$ cat src/rtl/mux64_rr_arb.sv
// Two-input round-robin arbiter feeding a single 64-bit output register.
// The register supports full-rate valid/ready handoff, and each port has a saturating grant counter.
module mux64_rr_arb #(
  parameter int CNT_W = 16
) (
  input  logic             clk,
  input  logic             rst,
  input  logic             req0_valid,
  input  logic [63:0]      req0_data,
  output logic             req0_ready,
  input  logic             req1_valid,
  input  logic [63:0]      req1_data,
  output logic             req1_ready,
  output logic             sel,
  output logic             out_valid,
  output logic [63:0]      out_data,
  output logic             out_src,
  input  logic             out_ready,
  output logic [CNT_W-1:0] gnt0_cnt,
  output logic [CNT_W-1:0] gnt1_cnt
);

  typedef enum logic {
    EMPTY = 1'b0,
    FULL  = 1'b1
  } state_t;

  state_t state;
  state_t state_next;
  logic   last_grant;
  logic   winner;
  logic   any_valid;
  logic   accept_en;
  logic   accept;

  // Arbitration: a lone requester always wins; a tie goes to the port not served last.
  always_comb begin
    // NOTE: every always_comb output gets a default first, so no path can infer a latch.
    winner    = last_grant;
    any_valid = req0_valid | req1_valid;
    case ({req1_valid, req0_valid})
      2'b01:   winner = 1'b0;
      2'b10:   winner = 1'b1;
      2'b11:   winner = ~last_grant;
      default: winner = last_grant;
    endcase
  end

  always_comb begin
    state_next = state;
    accept_en  = 1'b0;
    case (state)
      EMPTY: begin
        accept_en = 1'b1;
        if (any_valid) state_next = FULL;
      end
      FULL: begin
        accept_en = out_ready;
        if (out_ready && !any_valid) state_next = EMPTY;
      end
      default: state_next = EMPTY;
    endcase
    // The state is EMPTY during reset, so rst has to gate the readies explicitly.
    if (rst) accept_en = 1'b0;
  end

  assign accept     = accept_en & any_valid;
  assign req0_ready = accept & ~winner;
  assign req1_ready = accept & winner;
  assign sel        = winner;
  assign out_valid  = (state == FULL);

  always_ff @(posedge clk or posedge rst) begin
    if (rst) state <= EMPTY;
    else     state <= state_next;
  end

  // last_grant resets to 1, so the first tie after reset goes to port 0.
  always_ff @(posedge clk or posedge rst) begin
    if (rst) begin
      out_data   <= 64'h0;
      out_src    <= 1'b0;
      last_grant <= 1'b1;
      gnt0_cnt   <= '0;
      gnt1_cnt   <= '0;
    end else if (accept) begin
      // NOTE: non-blocking assignments make every register sample pre-edge values, whatever the statement order.
      out_data   <= sel ? req1_data : req0_data;
      out_src    <= sel;
      last_grant <= sel;
      if (!sel && gnt0_cnt != '1) gnt0_cnt <= gnt0_cnt + CNT_W'(1);
      if (sel && gnt1_cnt != '1)  gnt1_cnt <= gnt1_cnt + CNT_W'(1);
    end
  end

endmodule

$ cat config.mk
export PLATFORM = sky130hd
export DESIGN_NAME = mux64_rr_arb
export DESIGN_NICKNAME = d
export VERILOG_FILES = /design/src/rtl/mux64_rr_arb.sv
export SDC_FILE = /design/constraint.sdc
export NUM_CORES = 1
export LEC_CHECK = 0
export CAP_MARGIN = 20
export CORE_MARGIN = 2
export CORE_UTILIZATION = 29
export CTS_BUF_LIST = sky130_fd_sc_hd__clkbuf_16
export CTS_CLUSTER_DIAMETER = 120
export DETAILED_ROUTE_END_ITERATION = 16
export PLACE_DENSITY = 0.62
export SLEW_MARGIN = 40
export SYNTH_ARGS = -nofsm -noshare
export SYNTH_HDL_FRONTEND = slang
export SYNTH_SLANG_ARGS = --single-unit
$ cat constraint.sdc
create_clock -name clk -period 6.3 [get_ports clk]
set_input_delay 0.945 -clock clk [delete_from_list [all_inputs] [get_ports clk]]
set_output_delay 0.945 -clock clk [all_outputs]
set_load 0.03 [all_outputs]
======== Yosys cells after proc, flatten, opt, wreduce, memory -nomap -nowiden ========
Index checks and enable logic that the tools add are counted.
cells by class
  add/sub/neg operators ................... 2
  equality and inequality tests ........... 5
  multiplexer cells ....................... 7
  bitwise operators ....................... 7
  reductions and logical operators ........ 7
operator list
  kind                                           count
  2-to-1 mux 64 bit                              1
  adder 16 x 1 -> 16 bit, second input constant  2
  inequality test 16 bit, second input constant  2
  == test 2 bit, second input constant           2
  case mux 1 bit (2 select lines)                2
  AND reduction 2 bit                            2
  bitwise AND 1 bit                              3
  logical AND 1 bit                              3
  2-to-1 mux 1 bit                               3
  NOT 1 bit                                      3
  case mux 1 bit (3 select lines)                1
  == test 2 x 1 -> 1 bit, second input constant  1
  zero test 1 bit                                2
  bitwise OR 1 bit                               1
word-level totals
  bits in registers ....................... 99
  bits of input ports ..................... 133
  output and inout bits ................... 101
  word-level logic and storage cells ...... 34

======== Logic depth before layout (Yosys ltp) ========
Gate-level depths: netlist of the first run.
  word-level depth ........................ 5
  gate-level depth with buffers ........... 7
  gate-level depth less buffers ........... 6

======== Worst setup path before layout of the first run ========
OpenSTA, ideal clock, no wires.
  kind .................................... input to output
  from .................................... input port rst
  to ...................................... output port req1_ready
  data arrival time ....................... 3.657 ns
  data required time ...................... 5.355 ns
  path slack .............................. 1.698 ns
  stages .................................. 3
  path buffers ............................ 1
  cell sequence ........................... inv_1 -> and4b_1 -> buf_2
between the ends
  cells in the longest elaborated chain, start to end .. 3
ends and longest elaborated chain
  what               line  RTL
  from (decl)        7     input logic rst,
  2-to-1 mux 1 bit   64    if (rst) accept_en = 1'b0;
  bitwise AND 1 bit  67    assign accept = accept_en & any_valid;
  bitwise AND 1 bit  69    assign req1_ready = accept & winner;
  to (decl)          13    output logic req1_ready,
No other way between the ends.

======== Worst setup path in the final report of the first run ========
Ends and elaborated chain as after synthesis.

==> results.md, run 1 <==
Die:
- The die width is 129 um.
- The area inside the core boundary is 0.0153 sq mm.
- The floorplan step defined a die boundary enclosing 0.0166 sq mm.
- The number of top-level design ports is 234.
- The initialized floorplan defines 45 standard-cell rows.
- The die is 129 um tall.
- The effective utilization at floorplan is 0.297.

Layout:
- The number of antenna repair diodes is 0.
- Excluding fillers, the count of instances in the completed layout stands at 943.
- From synthesis to final layout, the design area changed by 62.5%.
- Counting the fill cells in the layout gives 1464.
- The final layout contains 862 nets.
- The fraction of layout cells with a size suffix above 1 is 0.0478.

Timing:
- The final sum of negative setup slack is 0 ns.
- The worst slew margin relative to its limit is 0.479.
- On the final layout, the worst clock skew is 0.00732 ns.
- The minimum period implied by the final worst setup slack is 4.12 ns.
- The final period utilization is 0.653.
- For the pin with the worst max-slew slack, the measured transition is 0.781 ns.
- Setup repair after global routing left no endpoint under its margin.
- The final-report hold violation count is 0.
- The final number of max-transition violations is 0.
- Setup violations remaining at the end of the flow were counted as 0.
- The final setup slack of the worst path is 2.18 ns.
- The maximum clock frequency is 243 MHz.

Yosys:
- The portion of synthesized cell area occupied by the leading cell type is 0.541.
- The cell area after technology mapping is 0.00453 sq mm.
- The number of instances in the synthesized netlist is 511.
- The largest total area in the synthesized netlist belongs to dfrtp_1.
- The library cell with the highest instance count after synthesis is nand2_1.
- The synthesis-stage register bit count is 99.
- The share of async-settable or async-resettable flops after synthesis is 1.00.
- In this run, distinct cell masters in the synthesized netlist total 37.
- Yosys attributes the largest share of cell area to dfrtp_1, nand2_1, a31oi_1, nor2_1, xnor2_1.
- The mean instance size in the synthesized netlist is 8.86 sq um.
- The count of yosys warnings during synthesis is 0.
- The number of nets in the synthesized netlist is 646.
- Ranked by instance count, the synthesized netlist is headed by nand2_1, dfrtp_1, nor2_1, a31oi_1, clkbuf_1.
- The share of the Yosys chip area taken by registers is 0.547.
- The most frequently used flop master after synthesis is dfrtp_1.
- The number of enable-type register cells in the synthesized netlist is 0.

Placed design:
- The setup slack at placement is 2.12 ns.
- The HPWL after detailed placement is 10.0 mm.
- Input and output buffers added on the ports amount to 233.
- In this run, placement finished with an instance count of 927.
- At the end of routability-driven placement, the weighted congestion stood at 0.791.

Hold path:
- Along the worst hold path, the cell count comes to 1.
- The worst hold path belongs to the class reg -> reg.

Critical path:
- In this run the worst setup path terminates at req1_ready.
- The endpoint class of the critical path is an output port.
- The worst register-to-register path has a setup slack of 4.11 ns.
- Along the worst path, the maximum fanout reaches 51.
- The worst setup path is launched from an input pin.
- STA puts the critical path data arrival time at 3.17 ns.
- At the worst endpoint, the required time is 5.35 ns.
- The endpoint identified for the worst register-to-register timing path is gnt0_cnt[3].
- The critical path is of the in -> out type.
- The worst register-to-register path has a depth of 6.
- The launching element of the worst setup path is rst.
- The source of the worst register-to-register timing path is gnt0_cnt[0].

Drt:
- The via total after detailed routing is 4394.
- The routed wire length is 13.8 mm.
- The first-pass detailed-route iteration total is 5.
- The mean number of vias per cell is 4.66.
- The DRC violation total after the first TritonRoute iteration is 221.
- For this run, design rule violations remaining after detail routing come to 0.
- The average wire per cell in the routed design is 14.7 um.
- In this run the remaining antenna-violating nets after routing total 0.

Status:
- The flow ran to the end, and the final reports show no timing, DRC or antenna violations.

Clock network:
- The number of buffers added for setup after CTS is 0.
- Clock tree synthesis selected as its root buffer the cell clkbuf_16.
- The number of buffers created by CTS is 9.
- The post-cts repair resize count is 0.
- The TritonCTS clock tree is built.
- The tree built by TritonCTS fans out to 99 sinks.
- The count of H-tree levels built during CTS is 3.
- The count of hold buffers inserted by post-cts repair is 0.
- The clock slew at the register clock pins of the worst setup and hold paths is 0.06 ns.
- The maximum root-to-sink buffer count is 2.
- The later pin in the worst-skew pair is clocked with a latency of 0.34 ns.

Global routing:
- The number of antenna violations at the first check in global routing was 0.
- The wire length of the first global-routing pass is 21.9 mm.
- The total overflow reported by the global router is 0.
- Entering global routing, the biggest net connects 129 pins.
- The number of global-route vias before repair is 4406.
- In the global route stage, overall resource usage came out at 0.168.

Power and ir drop:
- The cell leakage power is 3.05 nW.
- The final total power is 0.00231 W.
- The cell area power density is 313 mW/mm^2.
- IR analysis of the VDD net gives a maximum drop of 0.120 mV.

Run:
- Across the run, the number of max-cap violations was 0.
## logic make-up (layout without fill, tap and decap cells)
family                   after synthesis  after routing  synth area share
AND/OR/NAND/NOR                      269            269             0.253
flip-flops                            99             99             0.547
buffers and inverters                 40            261            0.0351
XOR/XNOR                              26             26            0.0503
multiplexers                           4              4            0.0108
AO/OA/AOI/OAI                         71             71            0.0983
adder cells (fa/ha/maj)                2              2           0.00552
## per-stage QoR
stage               utilization  hold slack (ns)  area (sq um)
floorplan                     -            0.506          4530
global placement          0.462            0.486          7040
CTS                       0.482            0.502          7360
finish                    0.482            0.499          7360
global route              0.482            0.515          7360
detailed placement        0.462            0.487          7050
## layer usage
metal  global-route usage  up-vias  routed length [um]
met5                    0        -                   0
met4               0.0825        0                 437
met3               0.0495       26                1070
met2                0.274      170                6580
met1                0.203     2052                5740
li1                     -     2146                   -
## how the worst min path moves through the flow
| stage | startpoint | end | slack, ns |
|---|---|---|---|
| 2_1_floorplan | last_grant | last_grant | 0.51 |
| 3_3_place_gp | out_src | out_src | 0.49 |
| 3_5_place_dp | out_src | out_src | 0.49 |
| 4_1_cts | gnt1_cnt[8] | gnt1_cnt[8] | 0.50 |
| 5_1_grt | gnt1_cnt[8] | gnt1_cnt[8] | 0.52 |
| 6_report | out_src | out_src | 0.50 |
## cell type report
type	count	area [sq um]	share of cell area
clock buffers	9	225	0.0306
flip-flops and latches	99	2480	0.337
clock inverters	7	85.1	0.0116
well taps	211	264	0.0359
multi-input cells	372	1910	0.259
inverters	9	38.8	0.00527
repair buffers	236	2360	0.321
## cell usage in the layout (no fill, tap or decap), types with 3 or more instances in the layout
| master | Yosys | routed |
|---|---|---|
| a31oi_1 | 65 | 65 |
| clkbuf_16 | 0 | 9 |
| clkdlybuf4s50_1 | 0 | 233 |
| dfrtp_1 | 98 | 98 |
| inv_1 | 8 | 8 |
| mux2_2 | 3 | 3 |
| nand2_1 | 140 | 140 |
| nand3_1 | 11 | 11 |
| nand4_1 | 12 | 12 |
| nor2_1 | 79 | 79 |
| nor2_2 | 3 | 3 |
| nor3_1 | 5 | 4 |
| nor4_1 | 3 | 3 |
| xnor2_1 | 13 | 13 |
| xor2_1 | 13 | 13 |
## worst max-delay path, cell delays in order
cell             delay (ns)
clkdlybuf4s50_1        0.50
inv_4                  0.50
and4b_1                0.48
clkdlybuf4s50_1        0.74
## state kept, by name, indices dropped and copies added (netlist names)
register / flops
out_data: 64
gnt0_cnt: 16
gnt1_cnt: 16
last_grant: 1
out_src: 1
out_valid: 1
## power by group
| part | total [W] | switching [W] | internal [W] |
|---|---|---|---|
| registers | 0.000856 | 0.0000968 | 0.000759 |
| clock network | 0.000580 | 0.000236 | 0.000344 |
| logic | 0.000872 | 0.000491 | 0.000380 |
(Power assumes the default switching activity.)
==> run 2, diff against run 1 <==
--- a/config.mk
+++ b/config.mk
@@ -11,7 +11,7 @@
 export CTS_BUF_LIST = sky130_fd_sc_hd__clkbuf_16
 export CTS_CLUSTER_DIAMETER = 120
 export DETAILED_ROUTE_END_ITERATION = 16
-export PLACE_DENSITY = 0.62
+export PLACE_DENSITY = 0.64
 export SLEW_MARGIN = 40
 export SYNTH_ARGS = -nofsm -noshare
 export SYNTH_HDL_FRONTEND = slang
==> constraint.sdc (replaced) <==
create_clock -name clk -period 3.7 [get_ports clk]
set_input_delay 0.555 -clock clk [delete_from_list [all_inputs] [get_ports clk]]
set_output_delay 0.555 -clock clk [all_outputs]
set_load 0.03 [all_outputs]
==> results.md, run 2 (synthesis gave the netlist of run 1 again) <==
Status:
- The flow ran to the end, and the final reports show no timing, DRC or antenna violations.

Power and ir drop:
- The sequential power share came to 0.384 (+0.013).
- The switching fraction of total power is 0.370 (+0.0133).
- The proportion of power drawn by the clock network was 0.223 (-0.028).
- The maximum resistive drop on vdd is 0.205 mV (+71%).
- The logic gate share of total power is 0.394 (+0.016).
- The cell-internal power is 0.00239 W (+61%).
- The cell area power density was 518 mW/mm^2 (+65%).
- The switching power is 0.00140 W (+71%).
- The cell leakage power came to 3.03 nW (-0.85%).

Timing:
- The worst slew margin relative to its limit came to 0.544 (+0.0649).
- The final number of max-transition violations is 0 (unchanged).
- The transition at the pin with the smallest max-transition slack is 0.683 ns (-0.0974 ns).
- The setup skew after layout was 0.00603 ns (-0.00129 ns).
- The total setup violations reported at the end of the flow is 0 (unchanged).
- The final setup slack of the worst path was 0.621 ns (-1.56 ns).
- The final-report hold violation count is 0 (unchanged).
- The minimum period implied by the final worst setup slack is 3.08 ns.
- The final-layout worst hold slack came to 0.486 ns (-0.0125 ns).
- The final sum of negative setup slack came to 0 ns (unchanged).
- Setup repair after global routing left no endpoint under its margin.
- Based on the critical path, the design can be clocked at up to 325 MHz.
- Of the available clock period, the critical path in the final layout requires 0.832.

Placed design:
- The estimated wirelength of the detail-placed design came to 9.92 mm (-1.2%).
- The placed instance area is 0.00707 sq mm (+0.28%).
- The number of I/O port buffers is 233 (unchanged).
- The routability congestion estimate from global placement is 0.784 (-0.92%).
- The setup slack at placement is 0.636 ns (-1.48 ns).
- The number of placed instances with taps included is 929 (+0.22%).

Run:
- The number of violations of the max-capacitance limit came to 0 (unchanged).

Critical path:
- The type of the worst setup path is in -> out.
- The highest net fanout along the worst path is 5 (-90%).
- The data arrival time of the critical path is 2.52 ns (-0.65 ns).
- In this run the critical register-to-register path is captured at gnt0_cnt[3].
- The endpoint required time on the critical path came to 3.14 ns (-2.21 ns).
- The cell count of the worst reg-to-reg path came to 6 (unchanged).
- The register-to-register setup slack is 1.58 ns (-2.53 ns).
- The endpoint class of the critical path is an output port.
- The nature of the critical path startpoint is an input pin.
- The startpoint identified for the worst register-to-register timing path is gnt0_cnt[1].

Hold path:
- The startpoint of the lowest-slack hold path is out_src.
- The cell count of the worst hold path was 1 (unchanged).
- The path type of the worst min-delay path is reg -> reg.
- For hold timing, the worst endpoint is out_src.

Layout:
- The number of standard cells in the final layout excluding fillers is 944 (+0.11%).
- The fraction of layout cells with a size suffix above 1 is 0.0518 (+0.00403).
- The synthesis-to-finish area growth is 61.8%.
- The largest registers in the layout are out_data (64), gnt0_cnt (16), gnt1_cnt (16).
- out_data holds more flip-flops than any other register.
- Leaving out fill and tap cells, the most frequent cell in the layout is clkdlybuf4s50_1.
- The flip-flop count of the largest register after layout is 64 (unchanged).
- The final net count came to 864 (+0.23%).
- The number of antenna repair diodes was 0 (unchanged).
- The final standard cell area without fillers is 0.00733 sq mm (-0.46%).
- The number of filler instances in the final layout is 1456 (-0.55%).
- The top cell types in the final layout, fill and taps aside, are clkdlybuf4s50_1, nand2_1, dfrtp_1.

Die:
- The area inside the core boundary was 0.0153 sq mm (unchanged).
- The effective utilization at floorplan is 0.297 (unchanged).
- The number of top-level design ports is 234 (unchanged).
- The die boundary height is 129 um (unchanged).
- The total die area is 0.0166 sq mm (unchanged).
- The number of cell rows is 45 (unchanged).
- The die width is 129 um (unchanged).

Clock network:
- The post-cts repair resize count is 0 (unchanged).
- The clock slew at the register clock pins of the worst setup and hold paths is 0.06 ns (about the same).
- The clock latency of the later-clocked register in the worst-skew pair is 0.34 ns (about the same).
- The count of hold buffers inserted by post-cts repair is 0 (unchanged).
- The count of H-tree levels built during CTS is 3 (unchanged).
- The number of buffers created by CTS is 9 (unchanged).
- The total number of clock tree sinks is 99 (unchanged).
- The CTS root buffer is clkbuf_16.
- The number of buffers added for setup after CTS is 0 (unchanged).
- The maximum root-to-sink buffer count came to 2 (unchanged).
- TritonCTS built the clock tree.

Global routing:
- The busiest layer in global routing is met2.
- The total overflow reported by the global router came to 0 (unchanged).
- The overall fraction of global-route tracks in use is 0.164 (-0.00403).
- The wire length of the first global-routing pass is 21.6 mm (-1.3%).
- The global routing usage on met2 was 0.275 (+0.000311).
- The largest net degree at the start of global routing came to 129 (unchanged).
- The number of global-route vias before repair is 4277 (-2.9%).
- The number of antenna violations at the first check in global routing is 0 (unchanged).
- The met3 routing resource usage after global routing is 0.0441 (-0.00541).
- The met1 track demand over resource in global routing was 0.200 (-0.00222).

Drt:
- The mean number of vias per cell was 4.60 (-1.3%).
- The DRC violation total after the first TritonRoute iteration is 254 (+15%).
- The routed wire length is 13.5 mm (-2.2%).
- The number of nets with antenna violations after routing was 0 (unchanged).
- The final routed DRC violation total was 0 (unchanged).
- The via total after detailed routing is 4343 (-1.2%).
- The average wire per cell in the routed design came to 14.3 um (-2.3%).
- The first-pass detailed-route iteration total came to 4 (-1).
-- run 2: cell types whose count changed in the layout (fill, tap and decap cells not counted), sizes merged --
cell,previous run,this run
clkdlybuf4s50,233,232
inv,11,8
clkbuf,10,9
clkinvlp,0,2
buf,2,6
bufinv,2,0
clkinv,3,5
-- run 2: layer usage --
layer	wire, um	share of wire	up-vias
li1	-	-	2146
met1	5710	0.42	2023
met2	6560	0.48	154
met3	961	0.071	20
met4	307	0.023	0
met5	0	0	-
-- run 2: power groups by stage --
stage / clock (W) / sequential, W / combinational, W
after floorplan: 0 / 0.00187 / 0.000396
after global placement: 0 / 0.00146 / 0.00149
after detailed placement: 0 / 0.00147 / 0.00151
after CTS: 0.000874 / 0.00146 / 0.00151
after global routing: 0.000926 / 0.00149 / 0.00160
final: 0.000845 / 0.00145 / 0.00149
-- run 2: how the worst max path moves through the flow --
stage / from / endpoint / slack (ns) / cells past startpoint
finish: req1_valid / req0_ready / 0.62 / 5
global placement: req1_valid / req0_ready / 0.66 / 5
detailed placement: req1_valid / req0_ready / 0.64 / 5
CTS: req1_valid / req0_ready / 0.62 / 5
floorplan: rst / gnt1_cnt[1] / 0.26 / 6
global route: req1_valid / req0_ready / 0.57 / 5
-- run 2: stage by stage --
stage | power (W) | utilization
final | 0.00379 | 0.480
after global placement | 0.00296 | 0.463
after global routing | 0.00401 | 0.480
after CTS | 0.00384 | 0.480
after detailed placement | 0.00298 | 0.463
after floorplan | 0.00226 | -
-- run 2: layout make-up --
class | instances | area (sq um) | area share
Clock buffer | 9 | 225 | 0.0307
Multi-Input combinational cell | 372 | 1910 | 0.260
Tap cell | 211 | 264 | 0.0360
Clock inverter | 6 | 33.8 | 0.00461
Timing Repair Buffer | 238 | 2380 | 0.325
Inverter | 9 | 37.5 | 0.00512
Sequential cell | 99 | 2480 | 0.338
-- run 2: worst max-delay path: stages --
cell	delay, ns
clkdlybuf4s50_1	0.50
nor2b_1	0.18
or4b_4	0.50
inv_2	0.11
clkdlybuf4s50_1	0.67
==> run 3, diff against run 2 <==
--- a/config.mk
+++ b/config.mk
@@ -11,7 +11,7 @@
 export CTS_BUF_LIST = sky130_fd_sc_hd__clkbuf_16
 export CTS_CLUSTER_DIAMETER = 120
 export DETAILED_ROUTE_END_ITERATION = 16
-export PLACE_DENSITY = 0.64
+export PLACE_DENSITY = 0.62
 export SLEW_MARGIN = 40
 export SYNTH_ARGS = -nofsm -noshare
 export SYNTH_HDL_FRONTEND = slang
==> constraint.sdc (replaced) <==
create_clock -name clk -period 2.85 [get_ports clk]
set_input_delay 0.4275 -clock clk [delete_from_list [all_inputs] [get_ports clk]]
set_output_delay 0.4275 -clock clk [all_outputs]
set_load 0.03 [all_outputs]
==> results.md, run 3 (synthesis gave the netlist of run 1 again) <==
Status:
- The run finished with clean final reports.

Hold path:
- The path class of the tightest hold or removal check is reg -> reg.

Timing:
- The final number of max-transition violations was 0 (unchanged).
- The final-report hold violation count is 0 (unchanged).
- The total setup violations reported at the end of the flow is 0 (unchanged).
- The final-layout worst hold slack is 0.484 ns (-0.00256 ns).
- The worst slew margin relative to its limit is 0.547 (+0.00309).
- The minimum period implied by the final worst setup slack is 2.76 ns.
- The setup skew after layout was 0.00830 ns (+0.00227 ns).
- Setup repair after global routing left no endpoint under its margin.
- Derived from the worst setup path, the maximum achievable clock frequency is 362 MHz.
- The final period utilization is 0.970.
- The final sum of negative setup slack is 0 ns (unchanged).
- The transition at the pin with the smallest max-transition slack is 0.679 ns (-0.00463 ns).

Critical path:
- The highest net fanout along the worst path was 5 (unchanged).
- The count of buffering cells on the critical path with inverters included is 3 (unchanged).
- The worst setup path is launched from an input pin.
- The cell type group with the largest total delay on the critical path is buffers and inverters.
- The endpoint required time on the critical path came to 2.42 ns (-0.72 ns).
- The type of the worst setup path is in -> out.
- Traced cell by cell, the critical path runs through clkdlybuf4s50_1, nor2b_4, or4b_4, inv_2, clkdlybuf4s50_1.
- The endpoint class of the critical path is an output port.
- The data arrival time of the critical path came to 2.34 ns (-0.18 ns).
- The worst stage delay on the critical path is 0.67 ns (about the same).
- The cell that appears most often on the critical path is clkdlybuf4s50_1.
- Among all stages on the critical path, the largest delay is contributed by clkdlybuf4s50_1.

Power and ir drop:
- The cell area power density came to 689 mW/mm^2 (+33%).
- The cell leakage power was 3.08 nW (+1.8%).
- The maximum resistive drop on vdd was 0.278 mV (+36%).

Clock network:
- The TritonCTS clock tree is built.
- The count of H-tree levels built during CTS is 3 (unchanged).
- The total number of clock tree sinks is 99 (unchanged).
- The clock slew at the register clock pins of the worst setup and hold paths came to 0.06 ns (about the same).
- The number of buffers created by CTS is 9 (unchanged).
- The maximum root-to-sink buffer count is 2 (unchanged).
- The post-cts repair resize count is 0 (unchanged).
- The clock latency of the later-clocked register in the worst-skew pair was 0.34 ns (about the same).
- The count of hold buffers inserted by post-cts repair is 0 (unchanged).
- Clock tree synthesis selected as its root buffer the cell clkbuf_16.
- The number of buffers added for setup after CTS is 0 (unchanged).

Global routing:
- The number of global-route vias before repair is 4399 (+2.9%).
- The largest net degree at the start of global routing came to 73 (-43%).
- The total overflow reported by the global router is 0 (unchanged).
- The global routing usage on met2 came to 0.287 (+0.0121).
- The overall fraction of global-route tracks in use is 0.169 (+0.00503).
- The met3 routing resource usage after global routing came to 0.0478 (+0.00374).
- The number of antenna violations at the first check in global routing is 0 (unchanged).
- In this run the most used layer during global routing was met2.
- The met1 track demand over resource in global routing is 0.200 (-0.000420).
- The wire length of the first global-routing pass is 21.9 mm (+1.4%).

Layout:
- The synthesis-to-finish area growth is 64.3%.
- Leaving out fill and tap cells, the most frequent cell in the layout is clkdlybuf4s50_1.
- The largest registers in the layout are out_data (64), gnt0_cnt (16), gnt1_cnt (16).
- The final net count is 868 (+0.46%).
- The flip-flop count of the largest register after layout is 64 (unchanged).
- The number of standard cells in the final layout excluding fillers came to 949 (+0.53%).
- The top cell types in the final layout, fill and taps aside, are clkdlybuf4s50_1, nand2_1, dfrtp_1.
- The footprint of the multi-input gates was 0.00192 sq mm (+0.59%).
- The number of antenna repair diodes is 0 (unchanged).
- The number of filler instances in the final layout was 1461 (+0.34%).
- The most flop-heavy register is out_data.
- The fraction of layout cells with a size suffix above 1 is 0.0610 (+0.00913).
- The area used by sequential logic in the layout is 0.00248 sq mm (unchanged).

Drt:
- The number of nets with antenna violations after routing is 0 (unchanged).
- The final routed DRC violation total came to 0 (unchanged).
- The average wire per cell in the routed design came to 14.5 um (+0.92%).
- The routed wire length is 13.7 mm (+1.5%).
- The first-pass detailed-route iteration total is 4 (unchanged).
- The via total after detailed routing is 4417 (+1.7%).
- The mean number of vias per cell was 4.65 (+1.2%).
- The DRC violation total after the first TritonRoute iteration is 226 (-11%).

Die:
- The number of cell rows is 45 (unchanged).
- The area inside the core boundary is 0.0153 sq mm (unchanged).
- The number of top-level design ports is 234 (unchanged).
- The effective utilization at floorplan is 0.297 (unchanged).
- The total die area is 0.0166 sq mm (unchanged).
- The die boundary height is 129 um (unchanged).
- The die width is 129 um (unchanged).

Placed design:
- The number of I/O port buffers is 233 (unchanged).
- The estimated wirelength of the detail-placed design came to 10.1 mm (+1.5%).
- The routability congestion estimate from global placement is 0.812 (+3.6%).
- The number of placed instances with taps included is 933 (+0.43%).

Run:
- The number of violations of the max-capacitance limit is 0 (unchanged).
==> run 3: changes by cell type in the layout (fill, tap and decap cells not counted) <==
cell,change
nor3_2,+1
buf_12,+1
nor3_1,-1
nor4_2,+1
inv_6,+1
buf_4,+2
bufinv_16,+2
clkinvlp_4,-1
clkdlybuf4s50_1,+1
clkinv_1,-1
nor4_1,-1
==> run 3: final timing paths <==
path                             start           end  slack (ns)  depth (start not counted)
setup / recovery             out_ready    req0_ready        0.09                          5
hold / removal                 out_src       out_src        0.48                          1
hold reg to reg                out_src       out_src        0.48                          1
min in group asynchronous          rst  gnt1_cnt[13]        0.76                          4
max in group asynchronous          rst  out_data[49]        0.96                          5
setup reg to reg           gnt0_cnt[0]   gnt0_cnt[3]        0.71                          6
==> run 3: cell type report <==
type	instances	share of cell area
clock buffers	9	0.0303
clock inverters	7	0.0123
inverters	9	0.00504
multi-input cells	372	0.258
flip-flops and latches	99	0.333
well taps	211	0.0355
repair buffers	242	0.326
==> run 3: metrics by stage <==
| stage | util | power (W) | worst slack [ns] | cell area, sq um |
|---|---|---|---|---|
| after detailed placement | 0.467 | 0.00387 | 0.0853 | 7120 |
| after floorplan | - | 0.00294 | -0.357 | 4550 |
| final | 0.488 | 0.00513 | 0.0851 | 7440 |
| after CTS | 0.488 | 0.00520 | 0.0851 | 7440 |
| after global routing | 0.488 | 0.00542 | 0.0474 | 7440 |
| after global placement | 0.467 | 0.00385 | 0.0960 | 7120 |
==> run 3: routing by layer <==
metal  wire [um]  share of wire
met1        5720           0.42
met2        6750           0.49
met3         962          0.070
met4         293          0.021
met5           0              0
==> run 3: power breakdown <==
part	switching [W]	internal [W]	total [W]
clock network	0.000532	0.000768	0.00130
registers	0.000205	0.00168	0.00188
logic	0.00109	0.000852	0.00194
